### src/rtl/mem_stage_pkg.sv
// Shared types and funct3 codes for the MEM pipeline stage.
// Imported by the stage top and its lane-alignment helper.
package mem_stage_pkg;

    typedef enum logic {IDLE, REQ} mem_state_t;

    localparam logic [2:0] F3_B  = 3'b000;
    localparam logic [2:0] F3_H  = 3'b001;
    localparam logic [2:0] F3_W  = 3'b010;
    localparam logic [2:0] F3_BU = 3'b100;
    localparam logic [2:0] F3_HU = 3'b101;

    localparam logic [3:0] BE_ALL = 4'b1111;

endpackage

### src/rtl/load_store_align.sv
// Byte-lane steering for RV32I loads and stores.
// Purely combinational: byte enables, store replication, load extension.
module load_store_align
    import mem_stage_pkg::*;
(
    input  logic [1:0]  i_addr_lo,
    input  logic [2:0]  i_funct3,
    input  logic        i_is_store,
    input  logic [31:0] i_sdata,
    input  logic [31:0] i_rdata,
    output logic [3:0]  o_be,
    output logic [31:0] o_wdata,
    output logic [31:0] o_ldata,
    output logic        o_misalign
);

    logic [7:0]  w_byte;
    logic [15:0] w_half;

    always_comb begin
        unique case (i_addr_lo)
            2'd0: w_byte = i_rdata[7:0];
            2'd1: w_byte = i_rdata[15:8];
            2'd2: w_byte = i_rdata[23:16];
            default: w_byte = i_rdata[31:24];
        endcase
        w_half = i_addr_lo[1] ? i_rdata[31:16] : i_rdata[15:0];
    end

    always_comb begin
        o_be       = BE_ALL;
        o_wdata    = i_sdata;
        o_ldata    = i_rdata;
        o_misalign = 1'b0;
        case (i_funct3)
            F3_B: begin
                o_ldata = {{24{w_byte[7]}}, w_byte};
                o_wdata = {4{i_sdata[7:0]}};
                if (i_is_store)
                    o_be = 4'b0001 << i_addr_lo;
            end
            F3_H: begin
                o_misalign = i_addr_lo[0];
                o_ldata    = {{16{w_half[15]}}, w_half};
                o_wdata    = {2{i_sdata[15:0]}};
                if (i_is_store)
                    o_be = i_addr_lo[1] ? 4'b1100 : 4'b0011;
            end
            F3_W: begin
                o_misalign = |i_addr_lo;
            end
            F3_BU: begin
                o_misalign = i_is_store;
                o_ldata    = {24'h0, w_byte};
            end
            F3_HU: begin
                o_misalign = i_is_store | i_addr_lo[0];
                o_ldata    = {16'h0, w_half};
            end
            default: begin
                o_misalign = 1'b1;
            end
        endcase
    end

endmodule

### src/rtl/mem_access_stage.sv
// MEM pipeline stage: req/ack data bus master with stall and bubbles.
// Holds the FSM, ack timeout counter and per-access capture registers.
module mem_access_stage
    import mem_stage_pkg::*;
#(
    parameter int TIMEOUT_CYCLES = 255
) (
    input  logic        clk,
    input  logic        reset,
    input  logic        valid_in,
    input  logic [31:0] alu_result_in,
    input  logic [31:0] store_data_in,
    input  logic [2:0]  funct3_in,
    input  logic [4:0]  rd_in,
    input  logic        reg_w_ctrl,
    input  logic        mem_r_ctrl,
    input  logic        mem_w_ctrl,
    output logic        dmem_req,
    output logic        dmem_we,
    output logic [31:0] dmem_addr,
    output logic [31:0] dmem_wdata,
    output logic [3:0]  dmem_be,
    input  logic        dmem_ack,
    input  logic [31:0] dmem_rdata,
    output logic        mem_stall,
    output logic [31:0] mem_r_data_out,
    output logic [31:0] alu_result_out,
    output logic [4:0]  rd_out,
    output logic        reg_write_out,
    output logic        mem_to_reg_out,
    output logic        misalign_fault,
    output logic        bus_fault
);

    localparam logic [7:0] CNT_LAST = 8'(TIMEOUT_CYCLES - 1);

    mem_state_t  r_state;
    mem_state_t  w_next;
    logic [7:0]  r_cnt;
    logic [31:0] r_addr;
    logic [3:0]  r_be;
    logic [31:0] r_wdata;
    logic [2:0]  r_funct3;
    logic [4:0]  r_rd;
    logic        r_regw;
    logic        r_we;

    logic        w_in_req;
    logic        w_access;
    logic        w_accept;
    logic        w_timeout;
    logic [1:0]  w_addr_lo;
    logic [2:0]  w_funct3;
    logic        w_is_store;
    logic [3:0]  w_be;
    logic [31:0] w_wdata;
    logic [31:0] w_ldata;
    logic        w_misalign;

    assign w_in_req = (r_state == REQ);
    assign w_access = valid_in & (mem_r_ctrl | mem_w_ctrl);
    assign w_accept = !w_in_req & w_access & !w_misalign;
    assign w_timeout = w_in_req & !dmem_ack & (r_cnt == CNT_LAST);

    // Decode the incoming op while idle, the captured one while on the bus.
    assign w_addr_lo  = w_in_req ? r_addr[1:0] : alu_result_in[1:0];
    assign w_funct3   = w_in_req ? r_funct3 : funct3_in;
    assign w_is_store = w_in_req ? r_we : mem_w_ctrl;

    load_store_align u_align (
        .i_addr_lo  (w_addr_lo),
        .i_funct3   (w_funct3),
        .i_is_store (w_is_store),
        .i_sdata    (store_data_in),
        .i_rdata    (dmem_rdata),
        .o_be       (w_be),
        .o_wdata    (w_wdata),
        .o_ldata    (w_ldata),
        .o_misalign (w_misalign)
    );

    assign dmem_req   = w_in_req;
    assign dmem_we    = w_in_req & r_we;
    assign dmem_addr  = {r_addr[31:2], 2'b00};
    assign dmem_wdata = r_wdata;
    assign dmem_be    = r_be;

    always_ff @(posedge clk or posedge reset) begin
        if (reset) begin
            r_state <= IDLE;
        end else begin
            r_state <= w_next;
        end
    end

    always_ff @(posedge clk or posedge reset) begin
        if (reset) begin
            r_cnt    <= 8'h0;
            r_addr   <= 32'h0;
            r_be     <= 4'h0;
            r_wdata  <= 32'h0;
            r_funct3 <= 3'h0;
            r_rd     <= 5'h0;
            r_regw   <= 1'b0;
            r_we     <= 1'b0;
        end else if (w_accept) begin
            r_cnt    <= 8'h0;
            r_addr   <= alu_result_in;
            r_be     <= w_be;
            r_wdata  <= w_wdata;
            r_funct3 <= funct3_in;
            r_rd     <= rd_in;
            r_regw   <= reg_w_ctrl;
            r_we     <= mem_w_ctrl;
        end else if (w_in_req && !dmem_ack) begin
            r_cnt <= r_cnt + 8'h1;
        end
    end

    always_comb begin
        w_next         = r_state;
        mem_stall      = 1'b0;
        reg_write_out  = 1'b0;
        mem_to_reg_out = 1'b0;
        mem_r_data_out = 32'h0;
        alu_result_out = alu_result_in;
        rd_out         = rd_in;
        misalign_fault = 1'b0;
        bus_fault      = 1'b0;
        unique case (r_state)
            IDLE: begin
                reg_write_out  = valid_in & reg_w_ctrl & !w_access;
                misalign_fault = w_access & w_misalign;
                mem_stall      = w_accept;
                if (w_accept)
                    w_next = REQ;
            end
            REQ: begin
                alu_result_out = r_addr;
                rd_out         = r_rd;
                mem_r_data_out = w_ldata;
                if (dmem_ack) begin
                    w_next         = IDLE;
                    reg_write_out  = !r_we & r_regw;
                    mem_to_reg_out = !r_we;
                end else if (w_timeout) begin
                    w_next    = IDLE;
                    bus_fault = 1'b1;
                end else begin
                    mem_stall = 1'b1;
                end
            end
            default: w_next = IDLE;
        endcase
    end

endmodule

### config.mk
export PLATFORM = sky130hd
export DESIGN_NAME = mem_access_stage
export DESIGN_NICKNAME = d
export VERILOG_FILES = /design/src/rtl/mem_stage_pkg.sv /design/src/rtl/load_store_align.sv /design/src/rtl/mem_access_stage.sv
export SDC_FILE = /design/constraint.sdc
export NUM_CORES = 1
export LEC_CHECK = 0
export CORE_AREA = 2 2 130 132
export CTS_CLUSTER_SIZE = 14
export DETAILED_ROUTE_END_ITERATION = 7
export DIE_AREA = 0 0 132 134
export PLACE_DENSITY_LB_ADDON = 0.2
export SLEW_MARGIN = 15
export SYNTH_ARGS = -nofsm -noshare
export SYNTH_HDL_FRONTEND = slang
export SYNTH_SLANG_ARGS = --single-unit
### constraint.sdc
create_clock -name clk -period 2.7 [get_ports clk]
set_clock_uncertainty 0.05 [all_clocks]
set_input_delay 0.54 -clock clk [delete_from_list [all_inputs] [get_ports clk]]
set_output_delay 0.54 -clock clk [all_outputs]
set_load 0.005 [all_outputs]
==> impl_results.md <==
* Outcome: complete, but fails checks
* Violated checks: setup timing
* Crit path max-delay cell type: dfrtp_2
* WP data arrival at 2170 ps
* Final setup viols at 16
* Chip height at 134 um
* Hold Path Class: register to register
* Clock Tree Root: clkbuf_16
* CTS tree: yes
* Crit path time final at 2760 ps
* Hold Violations, Final at 0
* Met2 Track Usage GR at 32.47%
* Synth unique cells at 51
* Main synth FF type: dfrtp_1
* Yosys reg bits at 87
* GRT busiest layer: met2
* Number of synthesized flops with an enable pin at 0
* Critical Path Max Stage Delay at 430 ps
* Power per cell area at 936.1 mW/mm^2
* GR Util met1 at 22.36%
* H-Tree Depth at 3
* Achievable Freq at 0.3623 GHz
* Drt pass-1 iters at 4
* Max-cap viol count at 0
* Synth-to-Final Area Change at 59.25%
* Skew-Pair Late Insertion Delay at 340 ps
* Met3 Use GR at 7.823%
* Vias in the first global route at 5038
* Worst Setup End Kind: output port
* Total Routed Length at 17.70 mm
* Crit path required time at 2110 ps
* Initial antenna violation count at 0
* CP Max Fanout at 12
* Yosys warns at 0
* Die X at 132 um
* Core region area at 0.01629 mm^2
* Port Buffers at 252
* DRT iter0 DRCs at 179
* Worst path bufs/invs at 4
* Area after DPL at 0.008384 mm^2
* Critical Path Source Type: register
* Hold WS at 450.5 ps
* Register clock-pin slew on the reported worst setup and hold paths at 60 ps
* First-pass GRT wire length at 27.50 mm
* Final Power at 8.339 mW
* Slew Limit Fails at 0
* Starting Density at 34.34%
* Fillers at 1424
* CTS sink count at 87
* Peak supply drop at 0.4977 mV
* Least-Margin Pin Slew at 740.2 ps
* Total number of vias at 4908
* Synth top area share at 38.92%
* Syn_area_per_cell at 11.46 um^2
* Gr usage total at 19.51%
* CTS Hold Bufs at 0
* Largest net degree at the start of global routing at 71
* Sequence of cells on the critical path: buf_6, or3_4, o31ai_4, o211ai_1, buf_4, buf_12, a31oi_1, buf_2
* WL/cell at 18.21 um
* Final GP Congestion at 0.9298
* Main area contributors after synthesis: dfrtp_1, mux2_2, buf_4
* Post-Syn Area at 0.005594 mm^2
* Final Util at 54.69%
* Multi-input gate area at 0.003107 mm^2
* Slew HR at 50.65%
* Top cell type by total area after synthesis: dfrtp_1
* Die area at 0.01769 mm^2
* Vias per inst at 5.049
* CP top delay family: buffers and inverters
* Ports at 255
* Row count at 47
* Asr flop ratio synth at 100.0%
* Register area share after synthesis at 38.92%
* Kind of critical path: register to output port
* Leakage at 3.691 nW
* ANT cells at 0
* Total CTS buffers at 9
* Fin worst setup slack at -59.92 ps
* Register Area at 0.002178 mm^2
* Longest Clk Path Bufs at 2
* Gr ovfl total at 0
* Nets@finish at 860
* Tcrit/Tclk final at 102.2%
* Dpl hpwl at 12.79 mm
* Final TNS setup at -248.2 ps
* RSZ-0062 raised after global routing: true
* Residual DRC count at 0
* Post-route ant nets at 0
* Design Area, Final at 0.008909 mm^2
* Cells after synthesis at 488
* Layout cells sized above 1 at 36.30%
-- synth_stat cells (2+ instances only) --
master      n
nor2b_1     4
buf_4      35
nand3b_1    3
clkbuf_1    6
a31oi_2     2
o21ai_0    28
o22ai_1     9
a211oi_1    9
a21o_1      2
dfrtp_1    87
a22oi_1     2
mux2_4     17
nand2_1    14
nor3_1      4
mux2_1     16
nor3b_1     5
inv_1       8
a31oi_1    24
buf_6       7
nand4_1     3
nor2_1     13
buf_2      16
ha_1        2
mux2i_1    12
mux2_2    120
nand3_1     4
xor2_1      6
a21oi_1     7
-- area by class of cell --
cell class                 count  area share [%]
timing repair buffer         312           33.61
multi-input combinational    328           34.87
sequential                    87           24.45
clock buffer                  11           2.837
inverter                       9          0.4213
tap                          220           3.090
clock inverter                 5          0.7163
-- through the flow --
step                instances  setup slack, ps
global placement          946           -565.3
detailed placement        946           -614.6
CTS                       972           -19.73
global route              972           -117.9
finish                    972           -59.92
floorplan                 489            362.9
-- power by group --
part | switching (mW) | leakage, nW | internal, mW
clock network | 0.533 | 0.153 | 0.776
registers | 0.448 | 1.04 | 1.92
logic | 1.76 | 2.50 | 2.90
-- worst paths after layout --
check / from / end / slack [ps] / depth (start not counted)
hold reg to reg: r_rd[4]$_DFFE_PP0P_ / r_rd[4]$_DFFE_PP0P_ / 450 / 1
setup / recovery: dmem_req$_DFF_PP0_ / mem_r_data_out[16] / -60 / 8
setup reg to reg: dmem_req$_DFF_PP0_ / r_addr[29]$_DFFE_PP0P_ / 250 / 9
max in group asynchronous: reset / r_rd[3]$_DFFE_PP0P_ / 1360 / 3
min in group asynchronous: reset / dmem_wdata[1]$_DFFE_PP0P_ / 610 / 3
hold / removal: r_rd[4]$_DFFE_PP0P_ / r_rd[4]$_DFFE_PP0P_ / 450 / 1
-- metal layers --
layer,share of wire (%),up-vias,routed length [um]
met5,0,-,0
met4,3.2,0,566
met3,10,41,1764
met2,47,250,8316
met1,40,2337,7054
li1,-,2280,-
-- cells in the final DEF (no fill, tap or decap), drive strengths merged, types with 2 or more instances in the layout --
cell           count
mux2             153
buf               91
xor2               6
a31oi             26
nor2              15
mux2i             13
nand3              4
a21oi              8
nor3b              6
conb               2
clkdlybuf4s50    213
clkinvlp           2
o211ai             2
nor2b              4
nand3b             3
clkbuf            13
ha                 2
a21o               2
a211oi             9
clkinv             2
dfrtp             87
nor3               5
dlygate4sd2        6
nand2             14
o21ai             29
o22ai              9
inv                9
a22oi              2
nand4              3
-- kinds of logic (layout without fill, tap and decap cells) --
family | count (synthesis) | in the layout | synth area share [%]
flops | 87 | 87 | 38.92
xor+xnor | 7 | 7 | 1.096
mux | 166 | 166 | 34.49
compound gates | 91 | 91 | 10.38
fa+ha+maj | 2 | 2 | 0.4473
other cells | 1 | 2 | 0.06703
simple gates | 60 | 60 | 5.972
buf+inv | 74 | 337 | 8.633
-- registers in the layout, indices dropped and copies added, names as in the netlist --
signal	count
r_addr	32
r_regw	1
dmem_req	1
r_funct3	3
r_we	1
r_rd	5
dmem_be	4
dmem_wdata	32
r_cnt	8
-- timing repair --
action / 4_1_cts / 5_1_grt
setup buffers: 6 / 0
resized for setup: 168 / 9
pin swaps: 15 / 15
hold endpoints to repair: 0 / 0
endpoints found under the setup margin: 62 / 60
gates cloned: 4 / 0
No activity file was read; power rests on OpenSTA's default activity.
